==> src/rtl/uart_pkg.sv <==
// Shared types and constants for the 16x oversampling UART receiver.
package uart_pkg;

  typedef enum logic [2:0] {
    ST_IDLE      = 3'd0,
    ST_START     = 3'd1,
    ST_DATA      = 3'd2,
    ST_PARITY    = 3'd3,
    ST_STOP      = 3'd4,
    ST_WAIT_IDLE = 3'd5
  } rx_state_t;

  localparam int unsigned OS_RATE = 16;
  localparam int unsigned SC_W    = $clog2(OS_RATE);

  // Sample-counter positions inside one bit period
  localparam int unsigned SMP_LO  = 7;
  localparam int unsigned SMP_MID = 8;
  localparam int unsigned SMP_HI  = 9;
  localparam int unsigned SMP_END = 15;

  // Two-out-of-three vote across the mid-bit samples
  function automatic logic maj3(input logic a, input logic b, input logic c);
    return (a & b) | (a & c) | (b & c);
  endfunction

endpackage

==> src/rtl/uart_os_tick.sv <==
// Oversample tick generator: one-cycle pulse every OS_DIV clocks, phase-resettable.
module uart_os_tick #(
  parameter int unsigned OS_DIV = 27
) (
  input  logic i_clk,
  input  logic i_rst,
  input  logic i_clr,
  output logic o_tick_c
);

  localparam int unsigned    CNT_W   = (OS_DIV > 2) ? $clog2(OS_DIV) : 1;
  localparam logic [CNT_W-1:0] CNT_MAX = CNT_W'(OS_DIV - 1);

  logic [CNT_W-1:0] cnt_q, cnt_d;

  assign o_tick_c = (cnt_q == CNT_MAX);

  // Free-running divider; a clear restarts the phase at zero
  always_comb begin
    cnt_d = cnt_q + CNT_W'(1);
    if (i_clr || (cnt_q == CNT_MAX)) begin
      cnt_d = '0;
    end
  end

  // Divider register
  always_ff @(posedge i_clk) begin
    if (i_rst) begin
      cnt_q <= '0;
    end else begin
      cnt_q <= cnt_d;
    end
  end

endmodule

==> src/rtl/uart_rx_os16.sv <==
// UART receiver: 2-flop input sync, 16x oversampling with 3-sample majority,
// optional parity, framing and break detection.
module uart_rx_os16
  import uart_pkg::*;
#(
  parameter int unsigned DATA_BITS  = 8,
  parameter int unsigned OS_DIV     = 27,
  parameter int unsigned PARITY_EN  = 0,
  parameter int unsigned PARITY_ODD = 0
) (
  input  logic                 i_clk,
  input  logic                 i_rst,
  input  logic                 i_rx,
  output logic [DATA_BITS-1:0] o_rx_data,
  output logic                 o_rx_data_valid,
  output logic                 o_rx_data_error,
  output logic                 o_rx_parity_error,
  output logic                 o_rx_break,
  output logic                 o_rx_busy
);

  localparam int unsigned BC_W = $clog2(DATA_BITS);

  // Synchronizer and edge history
  logic       rx_meta_q, rx_meta_d;
  logic       rx_s_q, rx_s_d;
  logic       rx_prev_q, rx_prev_d;
  logic [1:0] fill_q, fill_d;

  // Frame state
  rx_state_t            state_q, state_d;
  logic [SC_W-1:0]      sc_q, sc_d;
  logic [1:0]           smp_q, smp_d;
  logic [BC_W-1:0]      bc_q, bc_d;
  logic [DATA_BITS-1:0] sh_q, sh_d;
  logic                 par_q, par_d;

  // Registered outputs
  logic [DATA_BITS-1:0] data_q, data_d;
  logic                 valid_q, valid_d;
  logic                 ferr_q, ferr_d;
  logic                 perr_q, perr_d;
  logic                 brk_q, brk_d;
  logic                 busy_q, busy_d;

  logic tick_c, clr_c, fall_c, maj_c, at_hi_c, at_end_c, par_bad_c, is_brk_c;

  uart_os_tick #(.OS_DIV(OS_DIV)) u_tick (
    .i_clk   (i_clk),
    .i_rst   (i_rst),
    .i_clr   (clr_c),
    .o_tick_c(tick_c)
  );

  assign o_rx_data         = data_q;
  assign o_rx_data_valid   = valid_q;
  assign o_rx_data_error   = ferr_q;
  assign o_rx_parity_error = perr_q;
  assign o_rx_break        = brk_q;
  assign o_rx_busy         = busy_q;

  // Synchronizer chain; fill marks when real line samples have reached rx_s
  always_comb begin
    rx_meta_d = i_rx;
    rx_s_d    = rx_meta_q;
    rx_prev_d = rx_s_q;
    fill_d    = {fill_q[0], 1'b1};
  end

  // Bit decoding helpers
  always_comb begin
    fall_c    = rx_prev_q & ~rx_s_q;
    maj_c     = maj3(smp_q[0], smp_q[1], rx_s_q);
    at_hi_c   = tick_c && (sc_q == SC_W'(SMP_HI));
    at_end_c  = tick_c && (sc_q == SC_W'(SMP_END));
    par_bad_c = (PARITY_EN != 0) && (((^sh_q) ^ (PARITY_ODD != 0)) != par_q);
    is_brk_c  = (sh_q == '0) && ((PARITY_EN == 0) || !par_q);
  end

  // Next-state and output decode
  always_comb begin
    state_d = state_q;
    sc_d    = sc_q;
    smp_d   = smp_q;
    bc_d    = bc_q;
    sh_d    = sh_q;
    par_d   = par_q;
    data_d  = data_q;
    valid_d = 1'b0;
    ferr_d  = 1'b0;
    perr_d  = 1'b0;
    brk_d   = 1'b0;
    clr_c   = 1'b0;

    if (tick_c && (state_q inside {ST_START, ST_DATA, ST_PARITY, ST_STOP})) begin
      sc_d = sc_q + SC_W'(1);
      if (sc_q == SC_W'(SMP_LO))  smp_d[0] = rx_s_q;
      if (sc_q == SC_W'(SMP_MID)) smp_d[1] = rx_s_q;
    end

    case (state_q)
      ST_IDLE: begin
        if (fall_c) begin
          state_d = ST_START;
          sc_d    = '0;
          clr_c   = 1'b1;
        end
      end
      ST_START: begin
        if (at_hi_c && maj_c) begin
          state_d = ST_IDLE;
        end else if (at_end_c) begin
          state_d = ST_DATA;
          bc_d    = '0;
        end
      end
      ST_DATA: begin
        if (at_hi_c) begin
          sh_d = {maj_c, sh_q[DATA_BITS-1:1]};
        end
        if (at_end_c) begin
          if (bc_q == BC_W'(DATA_BITS - 1)) begin
            state_d = (PARITY_EN != 0) ? ST_PARITY : ST_STOP;
          end else begin
            bc_d = bc_q + BC_W'(1);
          end
        end
      end
      ST_PARITY: begin
        if (at_hi_c) begin
          par_d = maj_c;
        end
        if (at_end_c) begin
          state_d = ST_STOP;
        end
      end
      ST_STOP: begin
        // Resolve mid stop bit so a back-to-back start edge is never missed
        if (at_hi_c) begin
          state_d = ST_IDLE;
          if (!maj_c) begin
            ferr_d = 1'b1;
            if (is_brk_c) begin
              brk_d   = 1'b1;
              state_d = ST_WAIT_IDLE;
            end else begin
              data_d = sh_q;
            end
          end else if (par_bad_c) begin
            perr_d = 1'b1;
            data_d = sh_q;
          end else begin
            valid_d = 1'b1;
            data_d  = sh_q;
          end
        end
      end
      ST_WAIT_IDLE: begin
        if (fill_q[1] && rx_s_q) begin
          state_d = ST_IDLE;
        end
      end
      default: state_d = ST_WAIT_IDLE;
    endcase

    busy_d = !(state_d inside {ST_IDLE, ST_WAIT_IDLE});
  end

  // State, datapath and output registers
  always_ff @(posedge i_clk) begin
    if (i_rst) begin
      rx_meta_q <= 1'b1;
      rx_s_q    <= 1'b1;
      rx_prev_q <= 1'b1;
      fill_q    <= '0;
      state_q   <= ST_WAIT_IDLE;
      sc_q      <= '0;
      smp_q     <= '0;
      bc_q      <= '0;
      sh_q      <= '0;
      par_q     <= 1'b0;
      data_q    <= '0;
      valid_q   <= 1'b0;
      ferr_q    <= 1'b0;
      perr_q    <= 1'b0;
      brk_q     <= 1'b0;
      busy_q    <= 1'b0;
    end else begin
      rx_meta_q <= rx_meta_d;
      rx_s_q    <= rx_s_d;
      rx_prev_q <= rx_prev_d;
      fill_q    <= fill_d;
      state_q   <= state_d;
      sc_q      <= sc_d;
      smp_q     <= smp_d;
      bc_q      <= bc_d;
      sh_q      <= sh_d;
      par_q     <= par_d;
      data_q    <= data_d;
      valid_q   <= valid_d;
      ferr_q    <= ferr_d;
      perr_q    <= perr_d;
      brk_q     <= brk_d;
      busy_q    <= busy_d;
    end
  end

endmodule

==> config.mk <==
export PLATFORM = sky130hd
export DESIGN_NAME = uart_rx_os16
export DESIGN_NICKNAME = d
export VERILOG_FILES = /design/src/rtl/uart_pkg.sv /design/src/rtl/uart_os_tick.sv /design/src/rtl/uart_rx_os16.sv
export SDC_FILE = /design/constraint.sdc
export NUM_CORES = 1
export LEC_CHECK = 0
export BUFFER_PORTS_ARGS = -buffer_cell sky130_fd_sc_hd__buf_4
export CAP_MARGIN = 20
export CELL_PAD_IN_SITES_DETAIL_PLACEMENT = 1
export CELL_PAD_IN_SITES_GLOBAL_PLACEMENT = 2
export CORE_MARGIN = 5
export CORE_UTILIZATION = 33
export DETAILED_ROUTE_END_ITERATION = 8
export PLACE_DENSITY_LB_ADDON = 0.2
export SLEW_MARGIN = 25
export SYNTH_ARGS = -nofsm -noshare
export SYNTH_HDL_FRONTEND = slang
export SYNTH_HIERARCHICAL = 1
export SYNTH_SLANG_ARGS = --single-unit
==> constraint.sdc <==
create_clock -name i_clk -period 1.84 [get_ports i_clk]
set_clock_uncertainty 0.2 [all_clocks]
set_input_delay 0 -clock i_clk [delete_from_list [all_inputs] [get_ports i_clk]]
set_output_delay 0 -clock i_clk [all_outputs]
set_load 0.01 [all_outputs]
==> metrics.txt <==
largest cells by area after synthesis=dfxtp_1, mux2i_1, nor2_1, ha_1, xor2_1; met1 wire length=roughly 1.8 mm; final setup fails=23; CP arrival=2070 ps; final wirelength=between 4 and 5 mm; met3 WL=around 130 um; DP Cell Count=288; vias per inst=4.903; Clock Latency Late Sink=290 ps; root buffer cell=clkbuf_8; most instantiated cells after synthesis=dfxtp_1, nor2_1, mux2i_1; GP Congestion=0.8022; CTS tree=done; highest metal used=met4; I/O Pins=16; WP data required=1820 ps; Num CTS Buffers=5; num rows=27; clock buffer depth=2; core area=about 5400 um2; top-area cell type share of the netlist area=0.4638; port buffer count=14; Post-synth EDFFs=0; Worst path max stage delay=about 330 ps; Routed wire per std cell=13.65 um; via count=between 1000 and 1500; die width=84.12 um; share of layout cells above drive strength 1=0.3465; synthesized area=about 1800 um2; NumNets Final=about 240; unrepaired setup endpoints after global routing=true; FILL cells=~620; fmax=477.0 MHz; Synth-to-Final Area Change=31.47%; Leak=0.9632 nW; Hold Vio Cnt, Final=0; GR Overflow Total=0; Setup crit end kind=register; MaxCap Viol Count=0; DR pass1 iterations=4; final period utilization=1.139; register cell area after layout=roughly 840 um2; Synth area leader=dfxtp_1; dpl hpwl=between 3 and 4 mm; utilization after layout=0.4382; met2 routed WL=about 2.2 mm; Clock transition at path regs=roughly 80 ps; DRT antenna net count=0; non-filler cells, final=300; syn_nets=195; Initial Util=0.3333; peak supply drop=0.3457 mV; n_diodes=0; crit path max fanout=4; crit start category=register; TritonCTS Sinks=42; drt drc=0; class of the worst hold path=reg -> reg; Mean Syn Cell Area=9.800 um2; WHS=220.2 ps; Synth Instances=185; Yosys warning count=6; Netlist cell types=45; first-pass GRT wire length=7.334 mm; fin crit period=around 2100 ps; count leader, synth=dfxtp_1; Post-synth ARST share=0; placed cell area=2198 um2; Slowest cell on crit path=dfxtp_2; DIE AREA=7076 um2; status=finished with violations; initial antenna violation count=0; critical path class=reg -> reg; most frequent CP cell=and4b_2; failing checks=negative setup slack; PD cells=between 700 and 800 nW/um2; Vert. Die Dim=around 84 um; Synth Flop Type=dfxtp_1; Tot GR Track Use=0.1256; synthesized flop and latch total=between 40 and 50; Starting DRT DRC Count=20; Multi-input gate area=around 970 um2; max-slew violation count=0; H-Tree Depth=2; design area=2384 um2; Final Power=1.746 mW; Final WS setup=-256.6 ps; cells along the critical path=inv_2 > ha_4 > and4b_2 > and4b_2 > and3b_1 > o22ai_2 > or2_1 > a211o_1; share of the yosys chip area belonging to registers=0.4638; number of global-route vias before repair=about 1600; largest net degree at the start of global routing=35
## placed cells by master, fill, tap and decap left out, types with 3 or more instances in the layout
| master | netlist | layout |
|---|---|---|
| buf_4 | 4 | 41 |
| clkbuf_8 | 0 | 5 |
| dfxtp_1 | 42 | 39 |
| dfxtp_2 | 0 | 3 |
| ha_1 | 7 | 6 |
| inv_1 | 5 | 3 |
| mux2i_1 | 21 | 21 |
| nand2_1 | 4 | 4 |
| nand4_1 | 5 | 5 |
| nor2_1 | 36 | 36 |
| o21ai_0 | 3 | 3 |
| or2_2 | 3 | 3 |
| xor2_1 | 4 | 4 |
## report_power, final
part           internal, mW  switching [mW]  leakage [nW]  total, mW
Clock                 0.255           0.297        0.0438      0.552
Combinational         0.118           0.124         0.578      0.242
Sequential            0.935          0.0170         0.342      0.952
Total                  1.31           0.438         0.963       1.75
## through the flow
stage,setup WS (ps),setup TNS (ps)
4_1_cts,-311.9,-3371
3_3_place_gp,-226.6,-3378
3_5_place_dp,-323.9,-4667
5_1_grt,-349.3,-5306
6_report,-256.6,-2322
2_1_floorplan,-156.8,-1122
## logic make-up (layout without fill, tap and decap cells)
kind of cell,after synthesis,in the layout,share of synthesized area
adders and majority gates,8,8,0.05452
DFF,42,42,0.4638
buffers and inverters,15,58,0.04072
muxes,21,21,0.1159
xor gates and xnor gates,6,6,0.02899
AOI/OAI and AO/OA,14,14,0.05383
and+or+nand+nor,78,78,0.2402
other,1,1,0.002068
## cell type report
class | count | area share
Clock inverter | 2 | 0.004199
Timing Repair Buffer | 46 | 0.1591
Tap cell | 72 | 0.03780
Clock buffer | 5 | 0.02887
Inverter | 5 | 0.007874
Multi-Input combinational cell | 128 | 0.4079
Sequential cell | 42 | 0.3543
## what timing repair did
action                                 CTS  global route
resized for setup                       13             5
setup endpoints to repair               26            27
buffers inserted                         2             1
endpoints found under the hold margin   27             0
pin swaps                               12            10
hold buffers                             2             0
## critical path: cells and delay by family, from the launching register on
family | cells | cell delay, ps
AO/OA/AOI/OAI | 2 | 360
adder cells (fa/ha/maj) | 1 | 100
flip-flops | 1 | 330
buffers and inverters | 1 | 50
AND/OR/NAND/NOR | 4 | 930
## path summary, 6_finish.rpt
| check | start | endpoint | slack, ps | cells past startpoint |
|---|---|---|---|---|
| hold / removal | rx_meta_q$_SDFF_PP1_ | rx_prev_d$_SDFF_PP1_ | 220 | 1 |
| setup / recovery | u_tick/cnt_q[0]$_SDFF_PP0_ | o_rx_busy$_SDFF_PP0_ | -260 | 8 |
| setup reg to reg | u_tick/cnt_q[0]$_SDFF_PP0_ | o_rx_busy$_SDFF_PP0_ | -260 | 8 |
| hold reg to reg | rx_meta_q$_SDFF_PP1_ | rx_prev_d$_SDFF_PP1_ | 220 | 1 |
## per-layer routing
layer  track usage  vias to the layer above
met2        0.2310                       21
met3       0.02962                        6
met4       0.04094                        0
li1              -                      721
met5             0                        -
met1        0.1414                      723
## registers in the layout, indices dropped and copies added, names as in the netlist
name,flops
sc_q,4
o_rx_data_valid,1
smp_q,2
o_rx_busy,1
rx_meta_q,1
state_q,3
bc_q,3
rx_prev_d,1
o_rx_data,8
o_rx_break,1
o_rx_data_error,1
fill_q,2
u_tick/cnt_q,5
sh_q,8
rx_prev_q,1
(Power assumes the default switching activity.)
